## src/rtl/mger_pkg.sv

```systemverilog
// Shared types, constants and helper functions for the MGER error-recovery output stage.
package mger_pkg;

    localparam int WIDTH        = 16;
    localparam int LSB_PASS     = 5;
    localparam int N_GROUPS     = 4;
    localparam int GRP_LAST_BIT = 11;
    localparam int TAIL_LSB     = 12;

    typedef enum logic [1:0] {
        MODE_BYPASS  = 2'd0,
        MODE_FULL    = 2'd1,
        MODE_PARTIAL = 2'd2,
        MODE_RSVD    = 2'd3
    } mger_mode_e;

    typedef enum logic [1:0] {
        ST_IDLE = 2'd0,
        ST_GRP  = 2'd1,
        ST_TAIL = 2'd2,
        ST_OUT  = 2'd3
    } mger_state_e;

    // Clamp a requested group count to the number of groups that exist.
    function automatic logic [2:0] sat_groups(input logic [2:0] groups);
        logic [2:0] res;
        if (groups > 3'd4) begin
            res = 3'd4;
        end else begin
            res = groups;
        end
        return res;
    endfunction

    // Reserved mode behaves exactly like bypass.
    function automatic logic is_bypass(input mger_mode_e mode);
        logic res;
        case (mode)
            MODE_FULL:    res = 1'b0;
            MODE_PARTIAL: res = 1'b0;
            default:      res = 1'b1;
        endcase
        return res;
    endfunction

    // Mask of error bits that take part in recovery. Groups are cumulative
    // from the LSB end: {5,6}, {7,8}, {9,10}, {11}.
    function automatic logic [WIDTH-1:0] recovery_mask(input mger_mode_e mode,
                                                       input logic [2:0] groups);
        logic [WIDTH-1:0] mask;
        case (mode)
            MODE_FULL: begin
                mask = 16'h0FE0;
            end
            MODE_PARTIAL: begin
                case (groups)
                    3'd0:    mask = 16'h0000;
                    3'd1:    mask = 16'h0060;
                    3'd2:    mask = 16'h01E0;
                    3'd3:    mask = 16'h07E0;
                    default: mask = 16'h0FE0;
                endcase
            end
            default: begin
                mask = 16'h0000;
            end
        endcase
        return mask;
    endfunction

endpackage

```

## src/rtl/mger_group_step.sv

```systemverilog
// One recovery group: a 2-bit adder of sum and error bits with carry chaining.
// When u_en is low the upper (u) bit is absent and the carry comes out of bit v.
module mger_group_step (
    input  logic s_u,
    input  logic s_v,
    input  logic e_u,
    input  logic e_v,
    input  logic c_in,
    input  logic u_en,
    output logic z_u,
    output logic z_v,
    output logic c_out
);

    logic       s_u_s;
    logic       e_u_s;
    logic [2:0] sum_s;

    // Add the group operands; route the carry from bit 1 or bit 2 depending on group width.
    always_comb begin
        s_u_s = 1'b0;
        e_u_s = 1'b0;
        if (u_en) begin
            s_u_s = s_u;
            e_u_s = e_u;
        end else begin
            s_u_s = 1'b0;
            e_u_s = 1'b0;
        end
        sum_s = {1'b0, s_u_s, s_v} + {1'b0, e_u_s, e_v} + {2'b00, c_in};
        z_v   = sum_s[0];
        if (u_en) begin
            z_u   = sum_s[1];
            c_out = sum_s[2];
        end else begin
            z_u   = 1'b0;
            c_out = sum_s[1];
        end
    end

endmodule

```

## src/rtl/mger_recovery_ctrl.sv

```systemverilog
// Sequential error-recovery controller for the MGER approximate multiplier.
// Recovers bits 5..11 one group per cycle, then ripples the carry through 12..15.
module mger_recovery_ctrl
    import mger_pkg::*;
(
    input  logic             clk,
    input  logic             rst_n,
    input  logic             cfg_we,
    input  logic [1:0]       cfg_mode,
    input  logic [2:0]       cfg_groups,
    output logic             cfg_err,
    input  logic             in_valid,
    output logic             in_ready,
    input  logic [WIDTH-1:0] in_s,
    input  logic [WIDTH-1:0] in_e,
    output logic             out_valid,
    input  logic             out_ready,
    output logic [WIDTH-1:0] out_z,
    output logic             out_carry,
    output logic             busy
);

    mger_state_e             state_r;
    mger_mode_e              mode_r;
    logic [2:0]              groups_r;
    logic [1:0]              grp_cnt_r;
    logic                    carry_r;
    logic [WIDTH-1:0]        s_r;
    logic [WIDTH-1:0]        eeff_r;
    logic [GRP_LAST_BIT:0]   acc_r;
    logic [WIDTH-1:0]        out_z_r;
    logic                    out_carry_r;
    logic                    out_valid_r;
    logic                    cfg_err_r;
    logic                    in_ready_r;
    logic                    busy_r;

    mger_mode_e              mode_nxt_s;
    logic [2:0]              groups_nxt_s;
    logic                    bypass_nxt_s;
    logic [WIDTH-1:0]        eeff_nxt_s;
    logic [3:0]              v_idx_s;
    logic [3:0]              u_idx_s;
    logic                    u_en_s;
    logic                    s_u_s;
    logic                    s_v_s;
    logic                    e_u_s;
    logic                    e_v_s;
    logic                    z_u_s;
    logic                    z_v_s;
    logic                    c_out_s;
    logic [WIDTH-TAIL_LSB:0] tail_sum_s;

    // Configuration seen by an operand accepted this cycle: a same-cycle write wins.
    always_comb begin
        mode_nxt_s   = mode_r;
        groups_nxt_s = groups_r;
        if (cfg_we) begin
            mode_nxt_s   = mger_mode_e'(cfg_mode);
            groups_nxt_s = sat_groups(cfg_groups);
        end else begin
            mode_nxt_s   = mode_r;
            groups_nxt_s = groups_r;
        end
        bypass_nxt_s = is_bypass(mode_nxt_s);
        eeff_nxt_s   = in_e & recovery_mask(mode_nxt_s, groups_nxt_s);
    end

    // Select the bit pair handled by the current group; the last group has no u bit.
    always_comb begin
        u_en_s  = (grp_cnt_r != 2'(N_GROUPS - 1));
        v_idx_s = 4'(LSB_PASS) + {1'b0, grp_cnt_r, 1'b0};
        if (u_en_s) begin
            u_idx_s = v_idx_s + 4'd1;
        end else begin
            u_idx_s = v_idx_s;
        end
        s_v_s = s_r[v_idx_s];
        e_v_s = eeff_r[v_idx_s];
        s_u_s = s_r[u_idx_s];
        e_u_s = eeff_r[u_idx_s];
    end

    mger_group_step u_step (
        .s_u   (s_u_s),
        .s_v   (s_v_s),
        .e_u   (e_u_s),
        .e_v   (e_v_s),
        .c_in  (carry_r),
        .u_en  (u_en_s),
        .z_u   (z_u_s),
        .z_v   (z_v_s),
        .c_out (c_out_s)
    );

    // Final carry ripple through the upper nibble; only the group carry is added there.
    always_comb begin
        tail_sum_s = {1'b0, s_r[WIDTH-1:TAIL_LSB]} + {{(WIDTH - TAIL_LSB){1'b0}}, carry_r};
    end

    // Control FSM with operand, working and result registers.
    always_ff @(posedge clk) begin
        if (!rst_n) begin
            state_r     <= ST_IDLE;
            mode_r      <= MODE_BYPASS;
            groups_r    <= 3'd4;
            grp_cnt_r   <= 2'd0;
            carry_r     <= 1'b0;
            s_r         <= 16'h0000;
            eeff_r      <= 16'h0000;
            acc_r       <= 12'h000;
            out_z_r     <= 16'h0000;
            out_carry_r <= 1'b0;
            out_valid_r <= 1'b0;
            cfg_err_r   <= 1'b0;
            in_ready_r  <= 1'b1;
            busy_r      <= 1'b0;
        end else begin
            cfg_err_r <= cfg_we && (state_r != ST_IDLE);
            case (state_r)
                ST_IDLE: begin
                    if (cfg_we) begin
                        mode_r   <= mode_nxt_s;
                        groups_r <= groups_nxt_s;
                    end
                    if (in_valid) begin
                        s_r        <= in_s;
                        eeff_r     <= eeff_nxt_s;
                        acc_r      <= in_s[GRP_LAST_BIT:0];
                        grp_cnt_r  <= 2'd0;
                        carry_r    <= 1'b0;
                        in_ready_r <= 1'b0;
                        busy_r     <= 1'b1;
                        if (bypass_nxt_s) begin
                            state_r     <= ST_OUT;
                            out_z_r     <= in_s;
                            out_carry_r <= 1'b0;
                            out_valid_r <= 1'b1;
                        end else begin
                            state_r <= ST_GRP;
                        end
                    end
                end
                ST_GRP: begin
                    acc_r[v_idx_s] <= z_v_s;
                    if (u_en_s) begin
                        acc_r[u_idx_s] <= z_u_s;
                    end
                    carry_r   <= c_out_s;
                    grp_cnt_r <= grp_cnt_r + 2'd1;
                    if (grp_cnt_r == 2'(N_GROUPS - 1)) begin
                        state_r <= ST_TAIL;
                    end
                end
                ST_TAIL: begin
                    out_z_r     <= {tail_sum_s[WIDTH-TAIL_LSB-1:0], acc_r};
                    out_carry_r <= tail_sum_s[WIDTH-TAIL_LSB];
                    out_valid_r <= 1'b1;
                    state_r     <= ST_OUT;
                end
                ST_OUT: begin
                    if (out_ready) begin
                        out_valid_r <= 1'b0;
                        in_ready_r  <= 1'b1;
                        busy_r      <= 1'b0;
                        state_r     <= ST_IDLE;
                    end
                end
                default: begin
                    out_valid_r <= 1'b0;
                    in_ready_r  <= 1'b1;
                    busy_r      <= 1'b0;
                    state_r     <= ST_IDLE;
                end
            endcase
        end
    end

    assign cfg_err   = cfg_err_r;
    assign in_ready  = in_ready_r;
    assign out_valid = out_valid_r;
    assign out_z     = out_z_r;
    assign out_carry = out_carry_r;
    assign busy      = busy_r;

endmodule

```

## config.mk

```make
export PLATFORM = sky130hd
export DESIGN_NAME = mger_recovery_ctrl
export DESIGN_NICKNAME = d
export VERILOG_FILES = /design/src/rtl/mger_pkg.sv /design/src/rtl/mger_group_step.sv /design/src/rtl/mger_recovery_ctrl.sv
export SDC_FILE = /design/constraint.sdc
export NUM_CORES = 1
export LEC_CHECK = 0
export CORE_MARGIN = 2
export CORE_UTILIZATION = 50
export DETAILED_ROUTE_END_ITERATION = 6
export GPL_ROUTABILITY_DRIVEN = 1
export GPL_TIMING_DRIVEN = 0
export PLACE_DENSITY = 0.77
export SYNTH_ARGS = -nofsm -noshare
export SYNTH_HDL_FRONTEND = slang
export SYNTH_SLANG_ARGS = --single-unit
```

## constraint.sdc

```tcl
create_clock -name clk -period 4.03 [get_ports clk]
set_clock_uncertainty 0.2 [all_clocks]
set_input_delay 0.806 -clock clk [delete_from_list [all_inputs] [get_ports clk]]
set_output_delay 0.806 -clock clk [all_outputs]
set_load 0.05 [all_outputs]
```

==> metrics.yaml <==
timing:
  tns_ps: 0
  setup_viol: 0
  hold_viol: 0
  setup_ws_ps: 425
  period_minus_slack_ps: 3600
  slew_viol_final: 0
  max_freq_ghz: 0.277
  relSlewSlack: 0.506
  worstMarginPinSlew_ps: 721
  fin_crit_sh: 0.894
  rsz0062_at_grt: "false"
power:
  p_sw_w: 0.00120
  peakVddDrop_v: 0.000275
  switching_share: 0.413
  cellPowerDensity_mw_per_mm2: 688
  p_int_w: 0.00171
  clkPwrFrac: 0.212
  combinationalPowerShare: 0.476
  leakagePower_nw: 1.65
  p_seq_frac: 0.312
floorplan:
  die_h_um: 86.5
  coreArea_sq_mm: 0.00668
  die_w_um: 86.5
  initial_core_util: 0.509
  rows: 30
  ios: 63
  die_area_sq_mm: 0.00748
yosys:
  ys_ff_latch: 64
  yosysMostFrequentCell: "dfxtp_1"
  synth_area_leader_cell: "dfxtp_1"
  yosysWarnings: 0
  syn-cell-area_sq_mm: 0.00340
  synth_commonest_cells: "dfxtp_1 (64), nand2_1 (44), mux2i_1 (37), a21oi_1 (34), nor2_1 (31)"
  avgSynthCellArea_sq_um: 8.81
  syn-num-nets: 446
  synth_top_area_frac: 0.377
  synth_cell_types: 48
  ys_seq_area_frac: 0.377
  synth_cells: 386
  async_reset_ff_frac: 0
  yosys_most_used_dff: "dfxtp_1"
  synth_area_leaders: "dfxtp_1 (38%), mux2i_1 (11%), ha_1 (5.9%), a21oi_1 (5.0%), nand2_1 (4.9%)"
  synth-edff-count: 0
clock_network:
  cts_buffers: 9
  ctsResizeCount: 0
  h-tree-depth: 3
  cts_setup_buffers: 0
  clock-sinks: 64
  cts_max_path_buffers: 2
  holdBufCountCts: 0
  ctsRootBufferMaster: "clkbuf_8"
  clock_latency_ps: 330
  clk_pin_slew_ps: 70
  cts_tree: "yes"
place:
  hpwl_um: 6320
  gp_congestion: 0.883
  pre_cts_slack_ps: 468
  dp.cells: 517
  io_buffer_count: 51
global_routing:
  grt_pass1_vias: 2888
  antenna_found_initial: 0
  grt_use_total: 0.237
  overflow: 0
  grt_pass1_wl_um: 13800
  grt_max_degree: 11
drt:
  vias_per_cell: 5.75
  route.detailed.drc: 0
  wl_um: 8560
  dr.pass1.iters: 5
  first_iter_violations: 274
  num_vias: 3061
  final_antenna_net_count: 0
  routedWlPerCell_um: 16.1
job:
  drv_cap: 0
setup_path:
  critPathMaxFanout: 10
  startpoint_type: "register"
  cp.arrival_ps: 3660
  r2r_slack_ps: 430
  critPathRequiredTime_ps: 4090
  rr_worst_depth: 12
  crit_type: "reg2reg"
  cp-end-kind: "register"
finish:
  layout-drive-gt1-share: 0.106
  num-fill-cells: 574
  areaGrowthSynthToFinish_pct: 24.4
  post-route-util: 0.633
  antenna_cells: 0
  final_cells: 532
  nets: 508
worst_hold_path:
  hold_class: "reg2reg"
  hold_path_depth: 2
outcome:
  outcome: "completed"
kinds of logic (layout without fill, tap and decap cells):
group           Yosys count  after routing  share of synthesized area
buf+inv                  41            107                     0.0570
mux                      43             43                      0.143
xor+xnor                  2              2                    0.00515
fa+ha+maj                18             18                     0.0706
simple gates            132            132                      0.192
compound gates           86             86                      0.155
flops                    64             64                      0.377
sequential cells by signal (all words and copies together), names as in the netlist:
name,count
out_valid,1
out_z,16
mode_r,2
busy,1
state_r,2
eeff_r,7
s_r,14
grp_cnt_r,2
cfg_err,1
carry_r,1
in_ready,1
out_carry,1
acc_r,12
groups_r,3
stage by stage:
step / hold slack, ps / power (W) / instance area [sq um]
after floorplan: 229 / 0.00190 / 3400
after global placement: 238 / 0.00226 / 4010
after detailed placement: 246 / 0.00229 / 4010
after CTS: 253 / 0.00291 / 4230
after global routing: 278 / 0.00307 / 4230
final: 251 / 0.00291 / 4230
layout by cell type, fill, tap and decap left out, drive strengths merged, types with 4 or more instances in the layout:
cell type and instances:
mux2i 37, a211oi 17, nand3 23, ha 16
dfxtp 64, a21oi 34, o22ai 4, nand2 44
clkdlybuf4s50 51, nor2b 7, inv 12, o21ai 16
mux4 4, nand2b 9, nor2 31, clkbuf 22
buf 19
path summary, 6_finish.rpt:
kind	from	endpoint
hold / removal	eeff_r[11]	eeff_r[11]
setup reg to reg	grp_cnt_r[0]	acc_r[2]
hold reg to reg	eeff_r[11]	eeff_r[11]
setup / recovery	grp_cnt_r[0]	acc_r[2]
worst max-delay path, cell delays in order, from the launching register on:
cell	delay [ps]
dfxtp_1	420
buf_2	270
inv_1	140
ha_1	210
buf_2	180
mux4_2	240
mux2i_1	80
or2_2	310
fa_1	620
nor4b_4	370
nor4b_2	250
o21bai_1	100
a21oi_1	130
layout make-up:
type	instances	area, sq um	share of cell area
clock inverter	3	65.1	0.0154
tap	80	100	0.0237
inverter	12	45.0	0.0106
sequential	64	1280	0.303
clock buffer	12	155	0.0367
buffer	29	149	0.0352
multi-input combinational	281	1930	0.455
timing repair buffer	51	510	0.121
power groups by stage:
stage	Combinational [W]	Sequential, W	Clock [W]
2_1_floorplan	0.000721	0.00118	0
3_3_place_gp	0.00135	0.000911	0
3_5_place_dp	0.00137	0.000919	0
4_1_cts	0.00138	0.000907	0.000621
5_1_grt	0.00149	0.000928	0.000648
6_report	0.00139	0.000908	0.000615
per-layer routing:
layer  GRT usage  vias up  part of all wire  wire length [um]
met2       0.386      130              0.47              4040
met5           0        -                 0                 0
met3      0.0371       21             0.057               490
li1            -     1480                 -                 -
met1       0.305     1430              0.45              3810
met4       0.119        0             0.025               214
Power figures use the tool's default switching activity.
